==> src/rtl/axi_split_pkg.sv <==
// Shared encodings for the AXI boundary burst splitter: burst types,
// default split boundary and FSM states.
package axi_split_pkg;

  localparam logic [1:0] BURST_FIXED = 2'b00;
  localparam logic [1:0] BURST_INCR  = 2'b01;
  localparam logic [1:0] BURST_WRAP  = 2'b10;

  localparam int DEFAULT_BOUNDARY_BITS = 12;

  typedef enum logic {
    IDLE  = 1'b0,
    SPLIT = 1'b1
  } state_e;

endpackage

==> src/rtl/axi_split_piece_calc.sv <==
// Combinational piece sizing: how many beats of the remaining burst fit
// before the next 2^BOUNDARY_BITS boundary, and where the next piece starts.
module axi_split_piece_calc
  import axi_split_pkg::*;
#(
  parameter int ADDR_WIDTH    = 32,
  parameter int LEN_WIDTH     = 8,
  parameter int SIZE_WIDTH    = 3,
  parameter int BOUNDARY_BITS = DEFAULT_BOUNDARY_BITS
) (
  input  logic [ADDR_WIDTH-1:0] cur_addr,
  input  logic [LEN_WIDTH:0]    rem_beats,
  input  logic [SIZE_WIDTH-1:0] size,
  input  logic [1:0]            burst,
  output logic [LEN_WIDTH-1:0]  piece_len,
  output logic                  last,
  output logic [ADDR_WIDTH-1:0] next_addr
);

  localparam int CW   = (BOUNDARY_BITS + 1 > LEN_WIDTH + 1) ? BOUNDARY_BITS + 1 : LEN_WIDTH + 1;
  localparam int HI_W = ADDR_WIDTH - BOUNDARY_BITS;

  logic [BOUNDARY_BITS:0]   off;
  logic [BOUNDARY_BITS:0]   span;
  logic [BOUNDARY_BITS:0]   to_bnd;
  logic [CW-1:0]            rem_ext;
  logic [CW-1:0]            piece;
  logic [HI_W-1:0]          hi_next;

  always_comb begin
    off     = {1'b0, cur_addr[BOUNDARY_BITS-1:0]} >> size;
    span    = ((BOUNDARY_BITS+1)'(1) << BOUNDARY_BITS) >> size;
    // off < span always, so to_bnd is at least one beat
    to_bnd  = span - off;
    rem_ext = CW'(rem_beats);
    if (burst != BURST_INCR) begin
      piece = rem_ext;
    end else if (rem_ext <= CW'(to_bnd)) begin
      piece = rem_ext;
    end else begin
      piece = CW'(to_bnd);
    end
    piece_len = LEN_WIDTH'(piece - CW'(1));
    last      = (piece == rem_ext);
    hi_next   = cur_addr[ADDR_WIDTH-1:BOUNDARY_BITS] + HI_W'(1);
    next_addr = {hi_next, {BOUNDARY_BITS{1'b0}}};
  end

endmodule

==> src/rtl/axi_boundary_burst_splitter.sv <==
// Splits one AXI4 AW/AR request into pieces that never cross a
// 2^BOUNDARY_BITS-byte boundary and issues them back-to-back in order.
module axi_boundary_burst_splitter
  import axi_split_pkg::*;
#(
  parameter int ADDR_WIDTH    = 32,
  parameter int LEN_WIDTH     = 8,
  parameter int SIZE_WIDTH    = 3,
  parameter int ID_WIDTH      = 5,
  parameter int BOUNDARY_BITS = DEFAULT_BOUNDARY_BITS,
  parameter int CNT_WIDTH     = 4
) (
  input  logic                  ACLK,
  input  logic                  ARESETn,
  input  logic [ID_WIDTH-1:0]   s_AxID_i,
  input  logic [ADDR_WIDTH-1:0] s_AxADDR_i,
  input  logic [LEN_WIDTH-1:0]  s_AxLEN_i,
  input  logic [SIZE_WIDTH-1:0] s_AxSIZE_i,
  input  logic [1:0]            s_AxBURST_i,
  input  logic                  s_AxVALID_i,
  output logic                  s_AxREADY_o,
  output logic [ID_WIDTH-1:0]   m_AxID_o,
  output logic [ADDR_WIDTH-1:0] m_AxADDR_o,
  output logic [LEN_WIDTH-1:0]  m_AxLEN_o,
  output logic [SIZE_WIDTH-1:0] m_AxSIZE_o,
  output logic [1:0]            m_AxBURST_o,
  output logic                  m_AxVALID_o,
  input  logic                  m_AxREADY_i,
  output logic                  m_last_piece_o,
  output logic [CNT_WIDTH-1:0]  m_piece_idx_o
);

  state_e                state_q, state_d;
  logic                  s_ready_q, s_ready_d;
  logic                  m_valid_q, m_valid_d;
  logic                  last_q, last_d;
  logic [CNT_WIDTH-1:0]  idx_q, idx_d;
  logic [ADDR_WIDTH-1:0] addr_q, addr_d;
  logic [ADDR_WIDTH-1:0] nxt_q, nxt_d;
  logic [LEN_WIDTH-1:0]  len_q, len_d;
  logic [LEN_WIDTH:0]    rem_q, rem_d;
  logic [ID_WIDTH-1:0]   id_q, id_d;
  logic [SIZE_WIDTH-1:0] size_q, size_d;
  logic [1:0]            burst_q, burst_d;
  logic                  load;

  logic [LEN_WIDTH-1:0]  calc_len;
  logic                  calc_last;
  logic [ADDR_WIDTH-1:0] calc_next;

  // The calculator looks at the next-state address/remainder so that the
  // piece fields can be registered together with the address.
  axi_split_piece_calc #(
    .ADDR_WIDTH   (ADDR_WIDTH),
    .LEN_WIDTH    (LEN_WIDTH),
    .SIZE_WIDTH   (SIZE_WIDTH),
    .BOUNDARY_BITS(BOUNDARY_BITS)
  ) u_calc (
    .cur_addr (addr_d),
    .rem_beats(rem_d),
    .size     (size_d),
    .burst    (burst_d),
    .piece_len(calc_len),
    .last     (calc_last),
    .next_addr(calc_next)
  );

  always_comb begin
    state_d   = state_q;
    s_ready_d = s_ready_q;
    m_valid_d = m_valid_q;
    idx_d     = idx_q;
    addr_d    = addr_q;
    rem_d     = rem_q;
    id_d      = id_q;
    size_d    = size_q;
    burst_d   = burst_q;
    load      = 1'b0;
    case (state_q)
      IDLE: begin
        if (s_AxVALID_i && s_ready_q) begin
          state_d   = SPLIT;
          s_ready_d = 1'b0;
          m_valid_d = 1'b1;
          idx_d     = '0;
          addr_d    = s_AxADDR_i;
          rem_d     = {1'b0, s_AxLEN_i} + (LEN_WIDTH+1)'(1);
          id_d      = s_AxID_i;
          size_d    = s_AxSIZE_i;
          burst_d   = s_AxBURST_i;
          load      = 1'b1;
        end else begin
          s_ready_d = 1'b1;
        end
      end
      SPLIT: begin
        if (m_valid_q && m_AxREADY_i) begin
          if (last_q) begin
            state_d   = IDLE;
            m_valid_d = 1'b0;
            s_ready_d = 1'b1;
            idx_d     = '0;
          end else begin
            addr_d = nxt_q;
            rem_d  = rem_q - ({1'b0, len_q} + (LEN_WIDTH+1)'(1));
            idx_d  = (idx_q == {CNT_WIDTH{1'b1}}) ? idx_q : idx_q + CNT_WIDTH'(1);
            load   = 1'b1;
          end
        end
      end
      default: state_d = IDLE;
    endcase
  end

  always_comb begin
    len_d  = len_q;
    last_d = last_q;
    nxt_d  = nxt_q;
    if (load) begin
      len_d  = calc_len;
      last_d = calc_last;
      nxt_d  = calc_next;
    end
  end

  always_ff @(posedge ACLK or negedge ARESETn) begin
    if (!ARESETn) begin
      state_q   <= IDLE;
      s_ready_q <= 1'b0;
      m_valid_q <= 1'b0;
      last_q    <= 1'b0;
      idx_q     <= '0;
      addr_q    <= '0;
      nxt_q     <= '0;
      len_q     <= '0;
      rem_q     <= '0;
      id_q      <= '0;
      size_q    <= '0;
      burst_q   <= '0;
    end else begin
      state_q   <= state_d;
      s_ready_q <= s_ready_d;
      m_valid_q <= m_valid_d;
      last_q    <= last_d;
      idx_q     <= idx_d;
      addr_q    <= addr_d;
      nxt_q     <= nxt_d;
      len_q     <= len_d;
      rem_q     <= rem_d;
      id_q      <= id_d;
      size_q    <= size_d;
      burst_q   <= burst_d;
    end
  end

  assign s_AxREADY_o    = s_ready_q;
  assign m_AxVALID_o    = m_valid_q;
  assign m_AxID_o       = id_q;
  assign m_AxADDR_o     = addr_q;
  assign m_AxLEN_o      = len_q;
  assign m_AxSIZE_o     = size_q;
  assign m_AxBURST_o    = burst_q;
  assign m_last_piece_o = last_q;
  assign m_piece_idx_o  = idx_q;

endmodule

==> config.mk <==
export PLATFORM = sky130hd
export DESIGN_NAME = axi_boundary_burst_splitter
export DESIGN_NICKNAME = d
export VERILOG_FILES = /design/src/rtl/axi_split_pkg.sv /design/src/rtl/axi_split_piece_calc.sv /design/src/rtl/axi_boundary_burst_splitter.sv
export SDC_FILE = /design/constraint.sdc
export NUM_CORES = 1
export LEC_CHECK = 0
export ABC_CLOCK_PERIOD_IN_PS = 7250
export CAP_MARGIN = 10
export CORE_MARGIN = 2
export CORE_UTILIZATION = 50
export DETAILED_ROUTE_END_ITERATION = 16
export GPL_ROUTABILITY_DRIVEN = 0
export MAX_ROUTING_LAYER = met4
export PLACE_DENSITY = 0.76
export REMOVE_ABC_BUFFERS = 1
export SYNTH_ARGS = -nofsm -noshare
export SYNTH_HDL_FRONTEND = slang
export SYNTH_HIERARCHICAL = 1
export SYNTH_SLANG_ARGS = --single-unit
==> constraint.sdc <==
create_clock -name ACLK -period 7.25 [get_ports ACLK]
set_input_delay 1.0875 -clock ACLK [delete_from_list [all_inputs] [get_ports ACLK]]
set_output_delay 1.0875 -clock ACLK [all_outputs]
set_load 0.02 [all_outputs]
==> results of run 1 <==
## cells in the mapped netlist (13+ instances only)
master   instances
a21oi_1         17
a22oi_1         40
buf_4           18
dfrtp_1         99
ha_1            29
inv_1           23
mux2_2          35
mux2i_1         13
nand2_1        132
nand3_1         14
nor2_1          29
o21ai_0         21
xnor2_1         38
xor2_1          18
## layer usage
metal  share of wire (%)  up-vias  global-route usage [%]
met4                 1.7        0                    7.74
met5                   0        -                       -
met1                  45     2670                    31.5
li1                    -     2573                       -
met2                  49      192                    39.9
met3                 4.5       24                    2.85
## critical path: stages
cell             delay (ns)
clkdlybuf4s50_1        0.56
nand2_2                0.11
nor2_2                 0.24
buf_4                  0.44
a22oi_1                0.12
nand2_1                0.22
nor2b_1                0.22
a21oi_1                0.05
o21ai_0                0.24
mux2i_1                0.17
ha_1                   0.41
o41ai_4                0.15
o21bai_1               0.17
a21oi_1                0.09
xnor2_1                0.34
inv_1                  0.08
ha_1                   0.31
and3_1                 0.19
nand3_1                0.13
o21ai_0                0.25
o2111ai_2              0.16
a211oi_2               0.23
buf_4                  0.24
mux2i_1                0.23
nand2_1                0.09
o21ai_0                0.12
## flip-flops by register name, indices dropped and copies added, names as in the netlist
register        flops
m_AxADDR_o         32
m_AxBURST_o         2
m_AxID_o            5
m_AxLEN_o           8
m_AxSIZE_o          3
m_AxVALID_o         1
m_last_piece_o      1
m_piece_idx_o       4
nxt_q              32
rem_q               9
s_AxREADY_o         1
state_q             1
## worst max path at each step
stage,end,slack (ns),depth (start not counted)
finish,m_AxLEN_o[2],0.84,26
global route,m_AxLEN_o[7],0.47,26
CTS,m_AxLEN_o[2],0.92,26
detailed placement,m_AxLEN_o[2],0.61,26
global placement,m_AxLEN_o[4],0.98,26
floorplan,m_AxLEN_o[0],0.25,23
## area by class of cell
type	count	area share (%)
well taps	172	2.68
repair buffers	122	14.8
flip-flops and latches	99	30.9
clock buffers	10	2.98
clock inverters	6	0.593
multi-input cells	522	46.9
inverters	24	1.12
## through the flow
stage / area [um2] / cells / setup slack, ns
final: 8020 / 955 / 0.841
after global routing: 8020 / 955 / 0.475
after CTS: 8020 / 955 / 0.924
after detailed placement: 7730 / 939 / 0.612
after global placement: 7730 / 939 / 0.985
after floorplan: 6320 / 645 / 0.254
## power breakdown
| part | internal [mW] | switching, mW | total, mW |
|---|---|---|---|
| combinational | 0.0279 | 0.0204 | 0.0483 |
| clock | 0.246 | 0.217 | 0.464 |
| sequential | 0.552 | 0 | 0.552 |
| total | 0.826 | 0.238 | 1.06 |
## cell families after synthesis
kind of cell / count (synthesis) / share of synthesized area [%]
buffers and inverters: 63 / 5.34
other: 1 / 0.0573
flip-flops: 99 / 37.9
XOR/XNOR: 56 / 7.50
adder cells (fa/ha/maj): 30 / 5.85
AND/OR/NAND/NOR: 243 / 17.4
AO/OA/AOI/OAI: 122 / 14.0
multiplexers: 59 / 12.0
## cells in the final DEF, fill, tap and decap left out, types with 7 or more instances in the layout
cell type	instances
a21o_1	7
a21oi_1	17
a22oi_1	40
and2_1	10
and3_1	9
buf_4	13
clkbuf_16	9
clkdlybuf4s50_1	109
conb_1	12
dfrtp_1	99
ha_1	29
inv_1	23
mux2_2	35
mux2i_1	13
nand2_1	131
nand2b_1	9
nand3_1	14
nand4_1	9
nor2_1	28
o21ai_0	21
xnor2_1	38
xor2_1	18
==> reports/results.ini, run 1 <==
[clock_network]
clock-sinks=99
cts-buffers-inserted=9
cts_max_path_buffers=2
cts-root-buf=clkbuf_16
ctsResizeCount=0
cts.htree.levels=3
cts_hold_buffers=0
postCtsSetupRepairBufs=0
insertion_delay_ns=0.35
clkTransAtPathRegs_ns=0.07
cts_tree=yes

[sta]
timing.hold.ws_ns=0.476
hold_viol=0
tightest_slew_ns=1.11
slew_violations=0
fmax_mhz=156
tns_ns=0
finalSetupViolations=0
fin_skew_ns=0.0109
fin_crit_ns=6.41
slew-limit-headroom_pct=25.9
fin_crit_sh_pct=88.4
rsz0062_at_grt=false

[logic_synthesis]
syn_area_per_cell_um2=9.72
netlist_area_um2=6540
yosysTopAreaCell=dfrtp_1
syn_inst=673
ys_seq_elements=99
synth_warnings=6
async_flop_share_pct=100
ys_types=69
synthFlopType=dfrtp_1
ys_seq_area_share_pct=37.9
synth_top_area_share_pct=37.9
synth.area.top_cells=dfrtp_1 (38%), nand2_1 (7.6%), mux2_2 (6.0%)
synth-edff-count=0

[route]
ant_nets=0
drc_errors=0
firstDrtPassIters=5
drtIter0Drc=380
wl_per_cell_um=17.1
drt_wl_total_um=16300
post_drt_via_cell_ratio=5.72
vias=5459

[cells_and_area]
drive_gt1_share_pct=11.5
ff_latch_area_um2=2480
fillCellCount=1081
multiInputGateArea_um2=3760
area_delta_synth_final_pct=22.6
final_nets=862
final_util_pct=63.0
antenna_cells=0

[power_and_ir_drop]
leakagePower_nw=3.78
max-vdd-ir-drop_mv=0.110
power_mw=1.06
power.density_nw_per_um2=133

[floorplanning]
core_um2=12700
dieArea_um2=14000
die_y_um=118
start_util_pct=51.4
io-pin-count=111
die_x_um=118
rows=41

[run_status]
status=complete, no violations

[worst_hold_path]
hold_path_end=m_AxID_o[3]
min_path_cells=2
hold_path.class=reg2reg
hp-start=m_AxID_o[3]

[setup_path]
r2r-start=m_last_piece_o
worstSetupEndpointType=flop
startpoint_type=input port
crit_fanout=35
cp.arrival_ns=6.65
cp.required_ns=7.49
reg2reg_slack_ns=1.56
critPathLaunch=m_AxREADY_i
worstSetupPathType=in2reg
worstReg2RegEnd=m_AxLEN_o[2]
r2r_cells=25

[grt]
grt_max_degree=65
grt_overflow=0
antenna_found_initial=0
grt_pass1_vias=5424
grt_first_pass_wirelength_um=26800
grtUsageTotal_pct=24.2

[job]
cap_violations=0

[placed_design]
dpl.hpwl_um=11900
port_buffers=110

No activity file was read; power rests on OpenSTA's default activity.
==> inputs of run 2 (changes only) <==
- CTS_BUF_LIST: unset -> sky130_fd_sc_hd__clkbuf_8
==> run 2 against run 1 <==
Total power decreased by 11%. Setup slack improved by 0.046 ns. Utilization decreased by 0.80 points. Final cell count unchanged. First-iteration DRC count is 7.1% higher. Sequential share of layout area up 0.40 points. Final area fell by 1.3%. Critical path depth unchanged. Global-route usage shrank 0.22 points. Routed wire length is 1.0% lower. Combinational power is essentially flat. Critical endpoint unchanged. Largest cell class unchanged.
==> reports/results.ini, run 2 (synthesized netlist as in run 1, its figures left out) <==
[floorplanning]
start_util_pct=51.4
io-pin-count=111
die_x_um=118
die_y_um=118
rows=41
core_um2=12700
dieArea_um2=14000

[sta]
fin_skew_ns=0.0172
fin_crit_ns=6.36
tightest_slew_ns=1.11
hold_viol=0
tns_ns=0
finalSetupViolations=0
slew_violations=0
fin_crit_sh_pct=87.8
rsz0062_at_grt=false
fmax_mhz=157
timing.hold.ws_ns=0.483
slew-limit-headroom_pct=25.8

[grt]
grt_max_degree=65
antenna_found_initial=0
grt_pass1_vias=5391
grt_overflow=0
grtUsageTotal_pct=24.0
grt_first_pass_wirelength_um=26700

[cells_and_area]
fillCellCount=1102
area_delta_synth_final_pct=21.1
drive_gt1_share_pct=11.5
fin_area_um2=7920
instances_no_fill=955
antenna_cells=0
final_common_cell=nand2_1
final_nets=862
layout_common_cells=nand2_1 (131), clkdlybuf4s50_1 (109), dfrtp_1 (99)

[clock_network]
insertion_delay_ns=0.39
postCtsSetupRepairBufs=0
clock-sinks=99
cts_hold_buffers=0
cts-buffers-inserted=9
clkTransAtPathRegs_ns=0.10
cts-root-buf=clkbuf_8
cts.htree.levels=3
ctsResizeCount=0
cts_tree=yes
cts_max_path_buffers=2

[placed_design]
place_inst=939
port_buffers=110
dpl_cell_area_um2=7730
dpl.hpwl_um=11900

[setup_path]
crit_buf_inv=4
worstReg2RegEnd=m_AxLEN_o[2]
critPathLaunch=m_AxREADY_i
r2r_cells=25
r2r-start=m_last_piece_o
crit_fanout=35
cp.required_ns=7.52
cpPeakStageDelay_ns=0.56
reg2reg_slack_ns=1.57
cpLargestDelayFamily=compound AO/OA/AOI/OAI gates
cp.arrival_ns=6.63
worstSetupEndpointType=flop
worstSetupPathType=in2reg
cp_slowest_cell=clkdlybuf4s50_1
startpoint_type=input port
path_common_cell=o21ai_0

[worst_hold_path]
hp-start=m_AxID_o[3]
hold_path_end=m_AxID_o[3]
hold_path.class=reg2reg
min_path_cells=2

[route]
drtIter0Drc=407
post_drt_via_cell_ratio=5.70
drt_wl_total_um=16200
firstDrtPassIters=5
drc_errors=0
wl_per_cell_um=16.9
vias=5442
ant_nets=0

[run_status]
status=complete, no violations

[power_and_ir_drop]
leakagePower_nw=3.74
power.density_nw_per_um2=119
max-vdd-ir-drop_mv=0.106

[job]
cap_violations=0

## run 2: changes by cell type in the layout (fill, tap and decap cells not counted)
cell / before / now
clkbuf_16: 9 / 0
clkbuf_8: 1 / 10
## run 2: final cells by class
cell class	count	area [um2]	area share [%]
Sequential cell	99	2480	31.3
Clock buffer	10	138	1.74
Inverter	24	90.1	1.14
Tap cell	172	215	2.72
Clock inverter	6	47.5	0.600
Multi-Input combinational cell	522	3760	47.5
Timing Repair Buffer	122	1190	15.0
## run 2: worst max path at each step
stage                               to  slack (ns)  depth (start not counted)
after floorplan           m_AxLEN_o[0]        0.25                         23
after detailed placement  m_AxLEN_o[2]        0.61                         26
after CTS                 m_AxLEN_o[2]        0.98                         26
final                     m_AxLEN_o[2]        0.89                         26
after global routing      m_AxLEN_o[6]        0.54                         26
after global placement    m_AxLEN_o[4]        0.98                         26
## run 2: stage by stage
step / setup slack [ns] / total power [mW] / util, %
finish: 0.888 / 0.944 / 62.2
global route: 0.537 / 0.976 / 62.2
CTS: 0.982 / 0.951 / 62.2
detailed placement: 0.612 / 0.611 / 60.8
global placement: 0.985 / 0.611 / 60.8
floorplan: 0.254 / 0.568 / -
## run 2: worst register-to-register path: stages (launching register included)
cell	delay [ns]
dfrtp_1	0.49
nand2b_1	0.24
nor2_2	0.22
buf_4	0.44
a22oi_1	0.12
nand2_1	0.22
nor2b_1	0.22
a21oi_1	0.06
o21ai_0	0.26
mux2i_1	0.17
ha_1	0.41
o41ai_4	0.15
o21bai_1	0.18
a21oi_1	0.10
xnor2_1	0.33
inv_1	0.08
ha_1	0.31
and3_1	0.19
nand3_1	0.13
o21ai_0	0.24
o2111ai_2	0.16
a211oi_2	0.23
buf_4	0.23
mux2i_1	0.21
nand2_1	0.08
o21ai_0	0.12
## run 2: routing by layer
metal  part of all wire (%)  track usage [%]  vias to the layer above
met2                     48             39.8                      167
met3                    4.1             2.75                       21
li1                       -                -                     2577
met5                      0                -                        -
met1                     46             31.4                     2677
met4                    1.5             6.62                        0
## run 2: power breakdown
group,leakage (nW),switching [mW],internal [mW]
registers,1.33,0,0.552
logic,2.31,0.0205,0.0279
clock network,0.0989,0.205,0.139
total,3.74,0.226,0.718
